File: src/rtl/ipsmacge_rx2clk.sv
// ipsmacge_rx2clk: receive-side frame buffer for the GE MAC.
// GMII receive bytes are held in a register-array FIFO, committed only
// when a frame ends cleanly; errored or overflowing frames are rolled back.
// Optional feature macro: IPSMACGE_RXRUNT_EN (drop frames shorter than MINLEN).
module ipsmacge_rx2clk #(
    parameter int ADDRBIT = 4,
    parameter int LENGTH  = 16,
    parameter int MINLEN  = 4
) (
    input  logic               clk,
    input  logic               rst,
    input  logic               flush,
    input  logic               rxdv,
    input  logic               rxer,
    input  logic [7:0]         rxd,
    input  logic               fiford,
    output logic [7:0]         fifodout,
    output logic               fifoeof,
    output logic               notempty,
    output logic [ADDRBIT:0]   fifolen,
    output logic               frmgood,
    output logic               frmdrop
);

    localparam int PW = ADDRBIT + 1;

    if (LENGTH != (1 << ADDRBIT)) begin : g_bad_length
        $error("LENGTH must equal 2**ADDRBIT");
    end
    if (MINLEN < 1) begin : g_bad_minlen
        $error("MINLEN must be at least 1");
    end

    typedef enum logic [1:0] {
        ST_IDLE = 2'd0,
        ST_RECV = 2'd1,
        ST_DROP = 2'd2
    } state_t;

    // Storage entries are {eof, data}
    logic [8:0]         mem_q [LENGTH];

    state_t             state_q, state_d;
    logic [PW-1:0]      rdptr_q, rdptr_d;
    logic [PW-1:0]      wrptr_c_q, wrptr_c_d;
    logic [PW-1:0]      wrptr_s_q, wrptr_s_d;
    logic [7:0]         stg_q, stg_d;
    logic               stg_v_q, stg_v_d;
    logic               frmgood_q, frmgood_d;
    logic               frmdrop_q, frmdrop_d;

    logic               we_s;
    logic [ADDRBIT-1:0] wa_s;
    logic [8:0]         wd_s;
    logic [PW-1:0]      fill_s;
    logic [PW-1:0]      spec_s;
    logic               space_s;
    logic               runt_s;

    // Occupancy seen by the reader and by the speculative writer
    assign fill_s   = wrptr_c_q - rdptr_q;
    assign spec_s   = wrptr_s_q - rdptr_q;
    assign space_s  = (spec_s < PW'(LENGTH));

    assign fifolen  = fill_s;
    assign notempty = (fill_s != {PW{1'b0}});
    assign fifodout = mem_q[rdptr_q[ADDRBIT-1:0]][7:0];
    assign fifoeof  = mem_q[rdptr_q[ADDRBIT-1:0]][8];
    assign frmgood  = frmgood_q;
    assign frmdrop  = frmdrop_q;

`ifdef IPSMACGE_RXRUNT_EN
    localparam int CW = $clog2(MINLEN + 1);

    logic [CW-1:0] cnt_q, cnt_d;

    assign runt_s = (cnt_q < CW'(MINLEN));

    // Frame byte counter: restarts on a frame start, saturates at MINLEN
    always_comb begin
        cnt_d = cnt_q;
        if (flush) begin
            cnt_d = {CW{1'b0}};
        end else if ((state_q == ST_IDLE) && rxdv && !rxer) begin
            cnt_d = CW'(1);
        end else if ((state_q == ST_RECV) && rxdv && !rxer && space_s &&
                     (cnt_q < CW'(MINLEN))) begin
            cnt_d = cnt_q + CW'(1);
        end else begin
            cnt_d = cnt_q;
        end
    end

    // Byte counter register
    always_ff @(posedge clk) begin
        if (rst) begin
            cnt_q <= {CW{1'b0}};
        end else begin
            cnt_q <= cnt_d;
        end
    end
`else
    assign runt_s = 1'b0;
`endif

    // Next-state logic: frame FSM, pointer updates, array write request
    always_comb begin
        state_d   = state_q;
        rdptr_d   = rdptr_q;
        wrptr_c_d = wrptr_c_q;
        wrptr_s_d = wrptr_s_q;
        stg_d     = stg_q;
        stg_v_d   = stg_v_q;
        frmgood_d = 1'b0;
        frmdrop_d = 1'b0;
        we_s      = 1'b0;
        wa_s      = wrptr_s_q[ADDRBIT-1:0];
        wd_s      = {1'b0, stg_q};

        if (fiford && notempty) begin
            rdptr_d = rdptr_q + PW'(1);
        end else begin
            rdptr_d = rdptr_q;
        end

        case (state_q)
            ST_IDLE: begin
                if (rxdv && !rxer) begin
                    stg_d   = rxd;
                    stg_v_d = 1'b1;
                    state_d = ST_RECV;
                end else if (rxdv && rxer) begin
                    frmdrop_d = 1'b1;
                    state_d   = ST_DROP;
                end else begin
                    state_d = ST_IDLE;
                end
            end
            ST_RECV: begin
                if (rxdv && !rxer) begin
                    if (space_s) begin
                        we_s      = 1'b1;
                        wrptr_s_d = wrptr_s_q + PW'(1);
                        stg_d     = rxd;
                    end else begin
                        // Frame cannot fit: discard what was written so far
                        wrptr_s_d = wrptr_c_q;
                        stg_v_d   = 1'b0;
                        frmdrop_d = 1'b1;
                        state_d   = ST_DROP;
                    end
                end else if (rxdv && rxer) begin
                    wrptr_s_d = wrptr_c_q;
                    stg_v_d   = 1'b0;
                    frmdrop_d = 1'b1;
                    state_d   = ST_DROP;
                end else begin
                    // End of frame: the staged byte is the last one
                    if (space_s && stg_v_q && !runt_s) begin
                        we_s      = 1'b1;
                        wd_s      = {1'b1, stg_q};
                        wrptr_s_d = wrptr_s_q + PW'(1);
                        wrptr_c_d = wrptr_s_q + PW'(1);
                        frmgood_d = 1'b1;
                    end else begin
                        wrptr_s_d = wrptr_c_q;
                        frmdrop_d = 1'b1;
                    end
                    stg_v_d = 1'b0;
                    state_d = ST_IDLE;
                end
            end
            ST_DROP: begin
                if (!rxdv) begin
                    state_d = ST_IDLE;
                end else begin
                    state_d = ST_DROP;
                end
            end
            default: begin
                wrptr_s_d = wrptr_c_q;
                stg_v_d   = 1'b0;
                state_d   = ST_IDLE;
            end
        endcase

        // Flush overrides everything; a frame in progress is silently discarded
        if (flush) begin
            rdptr_d   = {PW{1'b0}};
            wrptr_c_d = {PW{1'b0}};
            wrptr_s_d = {PW{1'b0}};
            stg_d     = 8'h00;
            stg_v_d   = 1'b0;
            frmgood_d = 1'b0;
            frmdrop_d = 1'b0;
            we_s      = 1'b0;
            if ((state_q == ST_RECV) || (state_q == ST_DROP)) begin
                state_d = ST_DROP;
            end else begin
                state_d = ST_IDLE;
            end
        end else begin
            state_d = state_d;
        end
    end

    // State, pointer, staging and pulse registers plus the storage array
    always_ff @(posedge clk) begin
        if (rst) begin
            state_q   <= ST_IDLE;
            rdptr_q   <= {PW{1'b0}};
            wrptr_c_q <= {PW{1'b0}};
            wrptr_s_q <= {PW{1'b0}};
            stg_q     <= 8'h00;
            stg_v_q   <= 1'b0;
            frmgood_q <= 1'b0;
            frmdrop_q <= 1'b0;
            for (int i = 0; i < LENGTH; i++) begin
                mem_q[i] <= 9'h000;
            end
        end else begin
            state_q   <= state_d;
            rdptr_q   <= rdptr_d;
            wrptr_c_q <= wrptr_c_d;
            wrptr_s_q <= wrptr_s_d;
            stg_q     <= stg_d;
            stg_v_q   <= stg_v_d;
            frmgood_q <= frmgood_d;
            frmdrop_q <= frmdrop_d;
            if (we_s) begin
                mem_q[wa_s] <= wd_s;
            end
        end
    end

endmodule
File: config.mk
export PLATFORM = sky130hd
export DESIGN_NAME = ipsmacge_rx2clk
export DESIGN_NICKNAME = d
export VERILOG_FILES = /design/src/rtl/ipsmacge_rx2clk.sv
export SDC_FILE = /design/constraint.sdc
export NUM_CORES = 1
export LEC_CHECK = 0
export BUFFER_PORTS_ARGS = -buffer_cell sky130_fd_sc_hd__buf_2
export CORE_MARGIN = 3
export CORE_UTILIZATION = 58
export DETAILED_ROUTE_END_ITERATION = 8
export PLACE_DENSITY = 0.84
export SYNTH_ARGS = -nofsm -noshare
export SYNTH_HDL_FRONTEND = slang
export SYNTH_SLANG_ARGS = --single-unit
File: constraint.sdc
create_clock -name clk -period 3.4 [get_ports clk]
set_clock_uncertainty 0.1 [all_clocks]
set_input_delay 0.34 -clock clk [delete_from_list [all_inputs] [get_ports clk]]
set_output_delay 0.34 -clock clk [all_outputs]
set_load 0.05 [all_outputs]
==> results.sh, run 1 <==
export IMPL_max_clock_path_buffers=2
export IMPL_async_flop_share=0
export IMPL_fin_crit_ns=3.10
export IMPL_finalNetCount=698
export IMPL_hold_viol=0
export IMPL_cts_repair_resized=0
export IMPL_postRouteWirelength_um=19500
export IMPL_startpoint_type="flop"
export IMPL_worstMarginPinSlew_ns=0.906
export IMPL_die_y_um=127
export IMPL_status="complete, no violations"
export IMPL_clock_latency_ns=0.42
export IMPL_grt_overflow=0
export IMPL_r2r_slack_ns=0.42
export IMPL_final_core_util=0.668
export IMPL_synthToLayoutAreaGrowth_pct=10.9
export IMPL_setup_viol=0
export IMPL_cp_required_ns=2.96
export IMPL_synth_cell_types=57
export IMPL_slew_headroom=0.394
export IMPL_synth_edf_count=144
export IMPL_period_share=0.911
export IMPL_antenna_found_initial=0
export IMPL_r2r_cells=9
export IMPL_postSynthAreaPerCell_um2=13.2
export IMPL_dieWidth_um=127
export IMPL_cp_end_kind="primary output"
export IMPL_drt_iter0_drc=721
export IMPL_critPathMaxFanout=5
export IMPL_slowest_stage="fa_1"
export IMPL_coreArea_um2=14100
export IMPL_cts_clk_slew_worst_paths_ns=0.06
export IMPL_crit_chain="inv_1, ha_1, fa_1, nor2b_1, o21ai_0, a21o_1, a2111oi_4, nand2_1, buf_2"
export IMPL_numCtsBuffers=17
export IMPL_cts_htree_levels=4
export IMPL_crit_arrival_ns=2.66
export IMPL_synth_top_flop_cell="edfxtp_1"
export IMPL_drv_slew=0
export IMPL_die_area_um2=16200
export IMPL_num_vias=5398
export IMPL_post_cts_buffers=0
export IMPL_critPathMaxStageDelay_ns=0.42
export IMPL_syn_inst=646
export IMPL_hold_path_cell_count=3
export IMPL_ant_nets=0
export IMPL_grt_pass1_vias=5311
export IMPL_tritoncts="yes"
export IMPL_num_antenna_cells=0
export IMPL_ys_seq_area_frac=0.583
export IMPL_maxCapViolations=0
export IMPL_grt_usage=0.255
export IMPL_start_util=0.602
export IMPL_final_setup_tns_ns=0
export IMPL_yosysWarnings=0
export IMPL_cts_sinks=176
export IMPL_io_pins=31
export IMPL_clock_root_buffer="clkbuf_16"
export IMPL_whs_endpoint="stg_q[1]"
export IMPL_fmaxAchievable_ghz=0.323
export IMPL_p_leak_nw=3.28
export IMPL_r2r_end="mem_q[10][0]"
export IMPL_dp_hpwl_um=13400
export IMPL_rsz0062_at_grt="no"
export IMPL_grt_pass1_wl_um=30300
export IMPL_netlist_area_um2=8520
export IMPL_ys_ff_latch=176
export IMPL_route_detailed_drc=0
export IMPL_dr_pass1_iters=5
export IMPL_postCtsHoldBufs=0
export IMPL_post_drt_wl_per_cell_um=22.7
export IMPL_drive_above_1_share=0.216
export IMPL_grt_max_degree=37
export IMPL_io_buffers=30
export IMPL_power_density_nw_per_um2=491
export IMPL_hold_class="in2reg"
export IMPL_place_congestion=0.930
export IMPL_placement_rows=43
export IMPL_viasPerCell=6.28
export IMPL_ir_drop_mv=0.369
export IMPL_syn_num_nets=677
export IMPL_path_class="reg2out"
export IMPL_r2r_start="rdptr_q[1]"
export IMPL_hold_path_startpoint="rxd[1]"
## worst max-delay path, delay by kind of cell (launching register included)
family                     cells  cell delay (ns)
buffers and inverters          2             0.28
and+or+nand+nor                2             0.21
DFF                            1             0.38
AOI/OAI and AO/OA              3             0.72
adders and majority gates      2             0.63
## synth_stat cells (all sizes together) (9+ instances only)
library cell	instances	area share
edfxtp	144	0.51
nand3	17	0.010
dfxtp	32	0.075
mux2i	9	0.011
nor3	12	0.013
or2	10	0.0073
inv	18	0.0079
clkbuf	26	0.011
nand2	37	0.016
nor2	73	0.032
o21ai	17	0.010
and2	73	0.054
ha	16	0.023
a21oi	19	0.012
mux4	45	0.12
buf	25	0.016
## cells in the final DEF, fill, tap and decap left out, drive strengths merged, types with 3 or more instances in the layout
cell      count
edfxtp      144
and2         73
nor2         73
buf          53
mux4         45
nand2        37
dfxtp        32
clkbuf       20
a21oi        19
inv          18
nand3        17
o21ai        17
ha           16
nor3         12
or2          10
mux2i         9
o21bai        8
and4          8
or3           6
a21o          5
clkinv        5
xnor2         4
xor2          4
nand3b        4
bufinv        4
nor2b         3
o2111ai       3
a221oi        3
clkinvlp      3
o31ai         3
## cell type report
class | instances | area, um^2
tap | 180 | 225
inverter | 19 | 71.3
multi-input combinational | 400 | 3250
clock inverter | 11 | 165
fill | 942 | 4700
timing repair buffer | 53 | 335
sequential | 176 | 4970
clock buffer | 20 | 437
## through the flow
| stage | instance area [um^2] | instances | hold WS, ns | setup WS, ns | total power (W) |
|---|---|---|---|---|---|
| after floorplan | 8520 | 646 | 0.350 | 0.483 | 0.00260 |
| after global placement | 8840 | 828 | 0.373 | 0.610 | 0.00268 |
| after detailed placement | 8840 | 828 | 0.377 | 0.445 | 0.00269 |
| after CTS | 9450 | 859 | 0.0577 | 0.286 | 0.00465 |
| after global routing | 9450 | 859 | 0.0682 | 0.104 | 0.00477 |
| final | 9450 | 859 | 0.0725 | 0.303 | 0.00464 |
## worst max-delay path by stage
stage,end,start,slack [ns]
detailed placement,mem_q[10][3],rdptr_q[1],0.44
global placement,mem_q[10][7],rdptr_q[1],0.61
floorplan,rdptr_q[4],wrptr_c_q[0],0.48
global route,mem_q[10][3],rdptr_q[1],0.10
CTS,notempty,wrptr_c_q[0],0.29
finish,notempty,wrptr_c_q[0],0.30
## power by group
| group | switching (W) | internal (W) |
|---|---|---|
| logic | 0.000149 | 0.0000789 |
| clock network | 0.000765 | 0.00122 |
| registers | 0.0000363 | 0.00239 |
| total | 0.000950 | 0.00369 |
## routing by layer
layer  global-route usage  routed length, um
met5                    0                  0
met4               0.0927                556
met3               0.0690               2030
met2                0.409               9490
met1                0.339               7450
## registers in the layout, summed over array words and instances (netlist names), named ones only
signal / count
mem_q: 144
stg_q: 8
rdptr_q: 5
wrptr_c_q: 5
wrptr_s_q: 5
state_q: 2
frmdrop: 1
frmgood: 1
stg_v_q: 1
## cell families after synthesis
group | synth area share
XOR/XNOR | 0.00822
adder cells (fa/ha/maj) | 0.0258
multiplexers | 0.130
flip-flops | 0.583
buffers and inverters | 0.0363
AO/OA/AOI/OAI | 0.0586
AND/OR/NAND/NOR | 0.159
Note: power is estimated with default switching activity, not from simulation.
==> run 2: changes to the inputs <==
CORE_UTILIZATION = 45   (was 58)
PLACE_DENSITY = 0.7   (was 0.84)
==> run 2 against run 1 <==
  * First-iteration DRC count is 34% lower
  * Final cell count is 5.6% higher
  * Routed wire length is 1.3% higher
  * Critical path type unchanged
==> results.sh, run 2 (synthesized netlist as in run 1, its figures left out) <==
export IMPL_numCtsBuffers=17
export IMPL_rsz0062_at_grt="no"
export IMPL_slew_headroom=0.404
export IMPL_p_switching_w=0.00100
export IMPL_grt_max_degree=37
export IMPL_die_y_um=144
export IMPL_cp_end_kind="primary output"
export IMPL_fin_crit_ns=3.13
export IMPL_netSwitchingFraction=0.217
export IMPL_critPathMaxFanout=5
export IMPL_dp_slack_ns=0.487
export IMPL_period_share=0.921
export IMPL_maxCapViolations=0
export IMPL_dpl_instance_area_um2=8890
export IMPL_dieWidth_um=144
export IMPL_hold_path_cell_count=3
export IMPL_startpoint_type="flop"
export IMPL_max_clock_path_buffers=2
export IMPL_cts_htree_levels=4
export IMPL_drive_above_1_share=0.218
export IMPL_clock_latency_ns=0.43
export IMPL_num_antenna_cells=0
export IMPL_clock_root_buffer="clkbuf_16"
export IMPL_r2r_start="rdptr_q[1]"
export IMPL_final_cell_area_um2=9490
export IMPL_final_core_util=0.519
export IMPL_top_register="mem_q"
export IMPL_r2r_slack_ns=0.46
export IMPL_final_common_cell="edfxtp_1"
export IMPL_cts_sinks=176
export IMPL_finalNetCount=696
export IMPL_io_pins=31
export IMPL_final_cell_mix="edfxtp_1, and2_1, nor2_1"
export IMPL_viasPerCell=5.85
export IMPL_setup_viol=0
export IMPL_grt_usage=0.204
export IMPL_io_buffers=30
export IMPL_p_clk_frac=0.426
export IMPL_fmaxAchievable_ghz=0.319
export IMPL_hold_viol=0
export IMPL_tritoncts="yes"
export IMPL_reg_largest_list="mem_q: 144 flops, stg_q: 8 flops"
export IMPL_postRouteWirelength_um=19800
export IMPL_cts_clk_slew_worst_paths_ns=0.07
export IMPL_synthToLayoutAreaGrowth_pct=11.3
export IMPL_worstMarginPinSlew_ns=0.891
export IMPL_power_w=0.00461
export IMPL_placement_rows=49
export IMPL_hold_path_startpoint="rxd[3]"
export IMPL_drt_iter0_drc=477
export IMPL_start_util=0.466
export IMPL_hold_class="in2reg"
export IMPL_final_setup_tns_ns=0
export IMPL_ir_drop_mv=0.387
export IMPL_p_int_w=0.00361
export IMPL_grt_pass1_vias=5427
export IMPL_post_drt_wl_per_cell_um=21.8
export IMPL_place_congestion=0.873
export IMPL_ant_nets=0
export IMPL_crit_arrival_ns=2.69
export IMPL_r2r_end="mem_q[11][7]"
export IMPL_cp_required_ns=2.96
export IMPL_drv_slew=0
export IMPL_grt_pass1_wl_um=31100
export IMPL_power_density_nw_per_um2=486
export IMPL_grt_overflow=0
export IMPL_dp_hpwl_um=13500
export IMPL_dr_pass1_iters=5
export IMPL_r2r_cells=9
export IMPL_largest_register_ffs=144
export IMPL_route_detailed_drc=0
export IMPL_combPwrFrac=0.050
export IMPL_antenna_found_initial=1
export IMPL_timing_final_ws_setup_ns=0.270
export IMPL_num_vias=5307
export IMPL_coreArea_um2=18300
export IMPL_post_cts_buffers=0
export IMPL_seqPwrFrac=0.525
export IMPL_postCtsHoldBufs=0
export IMPL_status="complete, no violations"
export IMPL_die_area_um2=20600
export IMPL_cts_repair_resized=0
export IMPL_whs_endpoint="stg_q[3]"
export IMPL_path_class="reg2out"
export IMPL_p_leak_nw=3.26
==> run 2: cell types whose count changed in the layout (fill, tap and decap cells not counted), sizes merged <==
| cell | previous run | this run |
|---|---|---|
| buf | 53 | 51 |
| bufinv | 4 | 3 |
| clkbuf | 20 | 17 |
| clkinv | 5 | 7 |
| clkinvlp | 3 | 6 |
==> run 2: worst max path at each step <==
stage                      start          end  slack (ns)  cells after the start
floorplan           wrptr_c_q[0]   rdptr_q[4]        0.48                      7
global placement      rdptr_q[1]  mem_q[9][7]        0.52                      9
detailed placement    rdptr_q[1]  mem_q[9][7]        0.49                      9
CTS                 wrptr_c_q[0]     notempty        0.26                      9
global route        wrptr_c_q[0]     notempty        0.12                      9
finish              wrptr_c_q[0]     notempty        0.27                      9
==> run 2: worst max-delay path, cell delays in order, from the launching register on <==
cell and delay, ns:
dfxtp_1 0.38, inv_1 0.06, ha_1 0.21, fa_1 0.42, nor2b_1 0.12, o21ai_0 0.11
a21o_1 0.23, a2111oi_4 0.43, nand2_1 0.09, buf_2 0.22
==> run 2: cell type report <==
class                   instances  area (um^2)
fillers                      1520         8780
flip-flops and latches        176         4970
multi-input cells             400         3250
clock buffers                  17          425
repair buffers                 51          320
well taps                     229          287
clock inverters                15          170
inverters                      19         71.3
==> run 2: metal layers <==
layer	GRT usage	vias to the layer above	routed length, um
met2	0.328	186	9540
met1	0.278	2685	8540
met5	0	-	0
met4	0.0619	0	368
li1	-	2407	-
met3	0.0473	29	1330
==> run 2: power groups by stage <==
stage,Clock [W],Sequential [W],Combinational [W]
floorplan,0,0.00245,0.000158
global placement,0,0.00246,0.000220
detailed placement,0,0.00247,0.000227
CTS,0.00198,0.00242,0.000228
global route,0.00208,0.00242,0.000248
finish,0.00196,0.00242,0.000229
==> run 2: stage by stage <==
stage	cells	hold WS [ns]
after floorplan	646	0.350
after global placement	875	0.368
after detailed placement	875	0.391
after CTS	907	0.0500
after global routing	907	0.0604
final	907	0.0669
